<file path="src/rtl/dsp_gen_pkg.sv">
// dsp_gen_pkg: X/Z select encodings, OPMODE bit indices and counter-width helper for dsp_slice_gen
package dsp_gen_pkg;
  typedef enum logic [1:0] {X_ZERO, X_M, X_P, X_DAB} xsel_e;
  typedef enum logic [1:0] {Z_ZERO, Z_PCIN, Z_P, Z_C} zsel_e;
  localparam int OP_PRE_EN   = 4;
  localparam int OP_CIN      = 5;
  localparam int OP_PRE_SUB  = 6;
  localparam int OP_POST_SUB = 7;
  function automatic int cnt_w(input int n);
    return (n < 1) ? 1 : $clog2(n + 1);
  endfunction
endpackage

</file>
<file path="src/rtl/dsp_preadd_mult.sv">
// dsp_preadd_mult: stage-2 pre-adder (B, D+B or D-B) and A*BCOUT product registers
module dsp_preadd_mult #(
  parameter int A_W = 18,
  parameter int B_W = 18
) (
  input  logic               clk,
  input  logic               rst,
  input  logic               ce,
  input  logic [A_W-1:0]     a,
  input  logic [B_W-1:0]     b,
  input  logic [B_W-1:0]     d,
  input  logic               pre_en,
  input  logic               pre_sub,
  output logic [B_W-1:0]     bcout,
  output logic [A_W+B_W-1:0] m
);
  logic [B_W-1:0]     bc_d, bc_q;
  logic [A_W+B_W-1:0] m_d, m_q;
  always_comb begin
    bc_d = pre_en ? (pre_sub ? d - b : d + b) : b;
    m_d = (A_W+B_W)'(a) * (A_W+B_W)'(bc_d);
  end
  always_ff @(posedge clk)
    if (rst) begin
      bc_q <= '0;
      m_q <= '0;
    end else if (ce) begin
      bc_q <= bc_d;
      m_q <= m_d;
    end
  assign bcout = bc_q;
  assign m = m_q;
endmodule

</file>
<file path="src/rtl/dsp_slice_gen.sv">
// dsp_slice_gen: 3-stage pre-add/multiply/post-add slice with valid pipeline, CE stall, auto-dump accumulate, optional PATTERN_DETECT_EN
module dsp_slice_gen
  import dsp_gen_pkg::*;
#(
  parameter int    A_W     = 18,
  parameter int    B_W     = 18,
  parameter int    P_W     = 48,
  parameter string B_INPUT = "DIRECT",
  parameter int    ACC_LEN = 0
) (
  input  logic               CLK,
  input  logic               RST,
  input  logic               CE,
  input  logic               IN_VALID,
  input  logic [A_W-1:0]     A,
  input  logic [B_W-1:0]     B,
  input  logic [B_W-1:0]     D,
  input  logic [B_W-1:0]     BCIN,
  input  logic [P_W-1:0]     C,
  input  logic [P_W-1:0]     PCIN,
  input  logic [7:0]         OPMODE,
  input  logic               CARRYIN,
  output logic [B_W-1:0]     BCOUT,
  output logic [A_W+B_W-1:0] M,
  output logic [P_W-1:0]     P,
  output logic [P_W-1:0]     PCOUT,
  output logic               CARRYOUT,
  output logic               CARRYOUTF,
  output logic               OUT_VALID,
  output logic               ACC_DONE
`ifdef PATTERN_DETECT_EN
  ,
  input  logic [P_W-1:0]     PATTERN,
  input  logic [P_W-1:0]     MASK,
  output logic               PATTERN_DET
`endif
);
  localparam bit CASC = B_INPUT == "CASCADE";
  localparam bit DUMP = ACC_LEN > 0;
  localparam int CW = cnt_w(ACC_LEN);
  logic [A_W-1:0] a1_d, a1_q;
  logic [B_W-1:0] b1_d, b1_q, d1_d, d1_q;
  logic [P_W-1:0] c1_d, c1_q, pc1_d, pc1_q, c2_d, c2_q, pc2_d, pc2_q, dab2_d, dab2_q, p_d, p_q;
  logic [7:0]     op1_d, op1_q, op2_d, op2_q;
  logic           v1_d, v1_q, v2_d, v2_q, v3_d, v3_q, co_d, co_q, done_d, done_q;
  logic [CW-1:0]  cnt_d, cnt_q;
  logic [P_W-1:0] x, z;
  logic [P_W:0]   sum;
  xsel_e          xs;
  zsel_e          zs;
  logic           zp, last, fresh;
  dsp_preadd_mult #(.A_W(A_W), .B_W(B_W)) u_pm (
    .clk(CLK), .rst(RST), .ce(CE), .a(a1_q), .b(b1_q), .d(d1_q),
    .pre_en(op1_q[OP_PRE_EN]), .pre_sub(op1_q[OP_PRE_SUB]), .bcout(BCOUT), .m(M)
  );
  always_comb begin
    a1_d = A;
    b1_d = CASC ? BCIN : B;
    d1_d = D;
    c1_d = C;
    pc1_d = PCIN;
    op1_d = OPMODE;
    v1_d = IN_VALID;
    c2_d = c1_q;
    pc2_d = pc1_q;
    op2_d = op1_q;
    v2_d = v1_q;
    dab2_d = P_W'({d1_q, a1_q, b1_q});
    xs = xsel_e'(op2_q[1:0]);
    zs = zsel_e'(op2_q[3:2]);
    zp = zs == Z_P;
    last = DUMP && cnt_q == CW'(ACC_LEN - 1);
    // the first sample of every auto-dump group starts from zero instead of the old P
    fresh = DUMP && zp && cnt_q == '0;
    x = xs == X_M ? P_W'(M) : xs == X_P ? p_q : xs == X_DAB ? dab2_q : '0;
    z = zs == Z_PCIN ? pc2_q : zs == Z_C ? c2_q : (zp && !fresh) ? p_q : '0;
    sum = op2_q[OP_POST_SUB] ? {1'b0, z} - {1'b0, x} - (P_W+1)'(op2_q[OP_CIN])
                             : {1'b0, z} + {1'b0, x} + (P_W+1)'(op2_q[OP_CIN]);
    p_d = v2_q ? sum[P_W-1:0] : p_q;
    co_d = v2_q ? sum[P_W] : co_q;
    done_d = v2_q && DUMP && zp && last;
    cnt_d = v2_q ? ((DUMP && zp && !last) ? cnt_q + 1'b1 : '0) : cnt_q;
    v3_d = v2_q;
  end
  always_ff @(posedge CLK)
    if (RST) begin
      a1_q <= '0;
      b1_q <= '0;
      d1_q <= '0;
      c1_q <= '0;
      pc1_q <= '0;
      op1_q <= '0;
      v1_q <= 1'b0;
      c2_q <= '0;
      pc2_q <= '0;
      op2_q <= '0;
      v2_q <= 1'b0;
      dab2_q <= '0;
      p_q <= '0;
      co_q <= 1'b0;
      done_q <= 1'b0;
      cnt_q <= '0;
      v3_q <= 1'b0;
    end else if (CE) begin
      a1_q <= a1_d;
      b1_q <= b1_d;
      d1_q <= d1_d;
      c1_q <= c1_d;
      pc1_q <= pc1_d;
      op1_q <= op1_d;
      v1_q <= v1_d;
      c2_q <= c2_d;
      pc2_q <= pc2_d;
      op2_q <= op2_d;
      v2_q <= v2_d;
      dab2_q <= dab2_d;
      p_q <= p_d;
      co_q <= co_d;
      done_q <= done_d;
      cnt_q <= cnt_d;
      v3_q <= v3_d;
    end
`ifdef PATTERN_DETECT_EN
  logic pd_d, pd_q;
  always_comb pd_d = v2_q ? (((sum[P_W-1:0] ^ PATTERN) & ~MASK) == '0) : pd_q;
  always_ff @(posedge CLK)
    if (RST) pd_q <= 1'b0;
    else if (CE) pd_q <= pd_d;
  assign PATTERN_DET = pd_q;
`endif
  logic unused_ok;
  assign unused_ok = ^{CARRYIN, op2_q[OP_PRE_EN], op2_q[OP_PRE_SUB]};
  assign P = p_q;
  assign PCOUT = p_q;
  assign CARRYOUT = co_q;
  assign CARRYOUTF = co_q;
  assign OUT_VALID = v3_q;
  assign ACC_DONE = done_q;
endmodule

</file>
<file path="config.mk">
export PLATFORM = sky130hd
export DESIGN_NAME = dsp_slice_gen
export DESIGN_NICKNAME = d
export VERILOG_FILES = /design/src/rtl/dsp_gen_pkg.sv /design/src/rtl/dsp_preadd_mult.sv /design/src/rtl/dsp_slice_gen.sv
export SDC_FILE = /design/constraint.sdc
export NUM_CORES = 2
export LEC_CHECK = 0
export BUFFER_PORTS_ARGS = -buffer_cell sky130_fd_sc_hd__buf_4
export CAP_MARGIN = 20
export CORE_AREA = 2 2 309 311
export CTS_CLUSTER_SIZE = 10
export DETAILED_ROUTE_END_ITERATION = 16
export DIE_AREA = 0 0 311 313
export GPL_ROUTABILITY_DRIVEN = 0
export SLEW_MARGIN = 10
export SYNTH_ARGS = -nofsm -noshare
export SYNTH_HDL_FRONTEND = slang
export SYNTH_SLANG_ARGS = --single-unit
</file>
<file path="constraint.sdc">
create_clock -name CLK -period 13.44 [get_ports CLK]
set_clock_uncertainty 0.2 [all_clocks]
set_input_delay 2.016 -clock CLK [delete_from_list [all_inputs] [get_ports CLK]]
set_output_delay 2.016 -clock CLK [all_outputs]
set_load 0.03 [all_outputs]
</file>
**Word level (Yosys, flattened, before mapping)**

Index checks and enable logic that the tools add are counted.
W data, S select, Z words.

- Add/subtract/negate cells: 6
- Multipliers: 1
- Div/mod/pow operators: 0
- Shifts and indexed selects: 0
- Reductions and logical operators: 1
- Magnitude comparators: 0
- Multiplexer cells: 9
- Bitwise logic cells: 0
- Equality and inequality tests: 6

Operators with widths:

| kind | count |
|---|---|
| $mux W48 | 6 |
| $add A48 B48 Y49 | 1 |
| $add A49 B1 Y49 | 1 |
| $mux W49 | 1 |
| $sub A48 B48 Y49 | 1 |
| $sub A49 B1 Y49 | 1 |
| $mul A18 B18 Y36 | 1 |
| $mux W18 | 2 |
| $add A18 B18 Y18 | 1 |
| $sub A18 B18 Y18 | 1 |
| $eq A2 B2 Y1 const B | 4 |
| $eq A2 B1 Y1 const B | 2 |
| $reduce_and A2 Y1 | 1 |

- Bits in read-only memories: 0
- Word-level logic and storage cells: 40
- Bits in latches: 0
- Bits in registers: 416
- Memories: 0
- Input bits: 181
- Output and inout bits: 154
- Bits in writable memories: 0

**Logic depth before layout (Yosys ltp)**

- Depth in word-level cells: 7
- Mapped depth: 39
- Depth with buffers taken out: 39

**Hierarchy**

Synthesis repeated with hierarchy kept, for this count alone.

- Cell total of the unflattened synthesis: 4165
- Area total of the unflattened synthesis: 36015.8 µm²

Modules (own cells, without submodules):

| module | sequential area each (µm²) | times used | area an instance (µm²) | cells an instance |
|---|---|---|---|---|
| dsp_slice_gen | 7206.9 | 1 | 21830.9 | 2484 |
| dsp_preadd_mult | 1081.0 | 1 | 14184.9 | 1681 |

**Worst setup path after synthesis**

OpenSTA, ideal clock, no wires.

- Path kind: register to register
- Start: reg op1_q[6]
- End: reg u_pm.m_q[29], in the netlist u_pm.m[29]
- Cell stages (with the launch flop): 36
- Arrival: 8.293 ns
- Setup time: 0.117 ns
- Data required time: 13.123 ns
- Period minus slack after synthesis: 8.610 ns
- Buffers on the path: 3
- Slack: 4.830 ns
- Cell sequence: dfxtp_1 > clkbuf_1 > buf_1 > nor2_1 > xnor2_1 > ha_1 > nor2b_1 > o21ai_2 > a21oi_1 > o41ai_4 > o21ai_1 > or4_1 > a31oi_1 > xnor2_1 > mux2i_4 > buf_4 > nand2b_1 > fa_1 > inv_1 > fa_1 > fa_1 > fa_1 > fa_1 > inv_1 > fa_1 > inv_1 > ha_1 > a21oi_1 > o21ai_0 > a211o_1 > o221ai_1 > a21boi_0 > o21a_1 > nor3_1 > nor2_1 > a32o_1

- Word-level cells in the longest chain between the ends: 3

RTL lines:

| item | line | text |
|---|---|---|
| from (decl) | dsp_slice_gen.sv:44 | `logic [7:0] op1_d, op1_q, op2_d, op2_q;` |
| from (signal assigned) | dsp_slice_gen.sv:110 | `op1_q <= op1_d;` |
| $mux W18 (2 in a row) | dsp_preadd_mult.sv:20 | `bc_d = pre_en ? (pre_sub ? d - b : d + b) : b;` |
| $mul A18 B18 Y36 | dsp_preadd_mult.sv:21 | `m_d = (A_W+B_W)'(a) * (A_W+B_W)'(bc_d);` |
| to (signal assigned) | dsp_preadd_mult.sv:29 | `m_q <= m_d;` |
| to (decl) | dsp_preadd_mult.sv:18 | `logic [A_W+B_W-1:0] m_d, m_q;` |

Every way passes these cells.
A chain may end at the register's enable or synchronous reset.

**Final worst setup path**

- Start: reg b1_q[2]
- End: reg u_pm.m_q[34], in the netlist u_pm.m[34]

- Word-level cells in the longest chain between the ends: 4
- Elaborated cells on any way between the ends: 5
- Those cells by class: 2 x add/sub; 1 x mul; 2 x mux

RTL lines:

| item | line | text |
|---|---|---|
| from (decl) | dsp_slice_gen.sv:42 | `logic [B_W-1:0] b1_d, b1_q, d1_d, d1_q;` |
| from (signal assigned) | dsp_slice_gen.sv:88 | `b1_q <= '0;` |
| from (signal assigned) | dsp_slice_gen.sv:106 | `b1_q <= b1_d;` |
| $add A18 B18 Y18 or $sub A18 B18 Y18 (tied branches) | dsp_preadd_mult.sv:20 |  |
| $mux W18 | dsp_preadd_mult.sv:20 |  |
| $mux W18 * | dsp_preadd_mult.sv:20 |  |
| $mul A18 B18 Y36 * | dsp_preadd_mult.sv:21 |  |

Mark *: on every way between the ends. The rest lies on a longest branch, timed or not.

==> results.toml <==
[clock_network]
clockBufferDepth = 3
clkLatencyLatePin_ns = 0.67
postCtsSetupRepairBufs = 0
clkTransAtPathRegs_ns = 0.05
htree_levels = 2
cts_resized = 0
cts_made_buffers = 52
cts_tree = "yes"
root_buffer = "clkbuf_16"
cts_sinks = 414
cts_hold_buf = 0

[routing]
totalWireLength_mm = 114
drtAntennaViolNets = 0
vias = 29200
routed_via_density = 5.30
wl_per_cell_um = 20.6
dr.pass1.iters = 6
route.detailed.drc = 0
first_iter_violations = 2330

[yosys]
ys_types = 85
synth_top_area_share_pct = 23.4
async_flop_share_pct = 0
ys_ff_latch = 414
ys_seq_area_share_pct = 23.4
synthFlopType = "dfxtp_1"
synth_area_leaders = "dfxtp_1, fa_1, mux2i_1, ha_1, nor2_1"
synth_edf_count = 0
synth_area_sq_mm = 0.0354
syn-num-nets = 4808
ys_warn_count = 0
yosysTopAreaCell = "dfxtp_1"
synthCells = 4099
synth.avg_cell_area_sq_um = 8.63

[timing]
rsz0062_at_grt = "no"
finalSetupViolations = 0
max_slew.worst_pin.slew_ns = 1.06
fin_crit_sh_pct = 76.0
maxSlewHeadroom_pct = 29.5
max_clock_freq_mhz = 97.9
min_period_ns = 10.22
maxSlewViolCount = 0
hold_violations = 0
setup-tns-final_ns = 0

[worst_setup_path]
crit_required_ns = 13.70
cp_common_cell = "fa_1"
arrival_ns = 10.48
critical_path_class = "reg -> reg"
path_max_fanout = 19
cp-start-kind = "register"
critPathSlowestCell = "mux2i_4"
cp-end-kind = "register"
critical-path-max-stage-delay_ns = 0.69

[die]
start_util_pct = 37.6
die_w_um = 311
core_area_sq_mm = 0.0942
ios = 335
die_h_um = 313
rows = 113
die_area_sq_mm = 0.0973

[global_route]
grt_pass1_vias = 28800
grt_start_max_net_pins = 175
antenna_found_initial = 4
grt_pass1_wl_mm = 173
track_usage_pct = 23.0
globalRouteOverflowTotal = 0

[placement]
dp.cells = 5429
dp_hpwl_mm = 84.6
postPlaceCellArea_sq_mm = 0.0384
io_buffers = 314

[outcome]
run_status = "complete, no violations"

[layout]
nets = 4927
nFillCells = 9431
layout-drive-gt1-share_pct = 13.5
final_area_sq_mm = 0.0400
final_cells = 5508
syn_to_final_growth_pct = 13.1

[power]
power_density_mw_per_mm2 = 102
ir_worst_vdd_mv = 0.103
leakage_nw = 19.0

[hold_path]
min_path_type = "reg -> reg"

[job]
cap_violations = 0
==> layout by cell type, fill, tap and decap left out, types with 74 or more instances in the layout <==
cell     Yosys  routed
buf_4       52     354
and2_1      75      74
nand2_1    292     292
dfxtp_1    414     409
fa_1       261     261
o21ai_0    109     109
xnor2_1     88      88
ha_1       267     267
nor2_1     512     512
a22o_1      81      81
a21oi_1    166     166
mux2i_1    348     348
mux2_2      97      97
inv_1      471     471
==> power by group <==
group          total [mW]  internal (mW)  switching [mW]
combinational        1.34          0.533           0.812
sequential           1.38           1.30          0.0833
clock                1.37          0.794           0.577
==> worst paths after layout <==
path	from	to	slack (ns)	cells after the start
max reg2reg	b1_q[2]$_SDFFE_PP0P_	u_pm.m[34]$_SDFFE_PP0P_	3.22	35
min reg2reg	u_pm.bcout[7]$_SDFFE_PP0P_	u_pm.bcout[7]$_SDFFE_PP0P_	0.28	2
min	u_pm.bcout[7]$_SDFFE_PP0P_	u_pm.bcout[7]$_SDFFE_PP0P_	0.28	2
max	b1_q[2]$_SDFFE_PP0P_	u_pm.m[34]$_SDFFE_PP0P_	3.22	35
==> flip-flops by register name, summed over array words and instances (netlist names), 36 cells and up <==
name    count
c2_q       48
pc2_q      48
dab2_q     48
c1_q       48
P          48
pc1_q      48
u_pm.m     36
==> worst max-delay path: cells and delay by family, from the launching register on <==
kind / cells / cell delay (ns)
xor gates and xnor gates: 2 / 0.30
AOI/OAI and AO/OA: 9 / 1.79
buffers and inverters: 3 / 0.15
muxes: 1 / 0.69
and+or+nand+nor: 12 / 2.94
adders and majority gates: 8 / 3.61
DFF: 1 / 0.37
==> final cells by class <==
cell class	count	area, sq um	share of cell area (%)
multi-input combinational	2921	24000	60.0
inverter	471	1770	4.42
clock buffer	65	1410	3.52
antenna	1	2.50	0.00625
sequential	414	8290	20.7
timing repair buffer	358	2720	6.79
clock inverter	13	219	0.547
tap	1265	1580	3.95
==> synth_stat cells, types with 10 or more instances <==
cell and n:
nor2_1 512, inv_1 471, dfxtp_1 414, mux2i_1 348, nand2_1 292, ha_1 267
fa_1 261, clkbuf_1 174, a21oi_1 166, o21ai_0 109, mux2_2 97, xnor2_1 88
a22o_1 81, and2_1 75, nor2b_1 69, a21o_1 63, buf_1 52, buf_4 52
a211oi_1 49, nand3_1 43, nor3_1 42, xor2_1 41, nand2b_1 32, and3_1 30
nand4_1 28, a31oi_1 23, o21a_1 19, o21bai_1 17, buf_2 14, o211ai_1 14
or3_1 11, o31ai_1 10
==> cell families (layout without fill, tap and decap cells) <==
kind of cell	Yosys count	count (layout)	share of synthesized area, %
adder cells (fa/ha/maj)	528	528	24.2
XOR/XNOR	130	130	3.24
flip-flops	414	414	23.4
AND/OR/NAND/NOR	1159	1159	14.6
AO/OA/AOI/OAI	657	657	12.8
other	1	2	0.0106
buffers and inverters	764	907	8.71
multiplexers	446	446	13.0
==> layer usage <==
| layer | track usage, % | wire length, um |
|---|---|---|
| met1 | 30.4 | 49000 |
| met2 | 37.5 | 51800 |
| met3 | 3.92 | 8450 |
| met4 | 8.76 | 4470 |
| met5 | 0 | 13 |
==> through the flow <==
step,total power [mW],util (%),hold slack [ns],setup WS [ns]
floorplan,2.31,-,0.254,4.83
global placement,2.73,40.8,0.266,3.32
detailed placement,2.74,40.8,0.277,3.40
CTS,4.13,42.5,0.285,3.29
global route,4.32,42.5,0.303,2.56
finish,4.10,42.5,0.283,3.22
No activity file was read; power rests on OpenSTA's default activity.
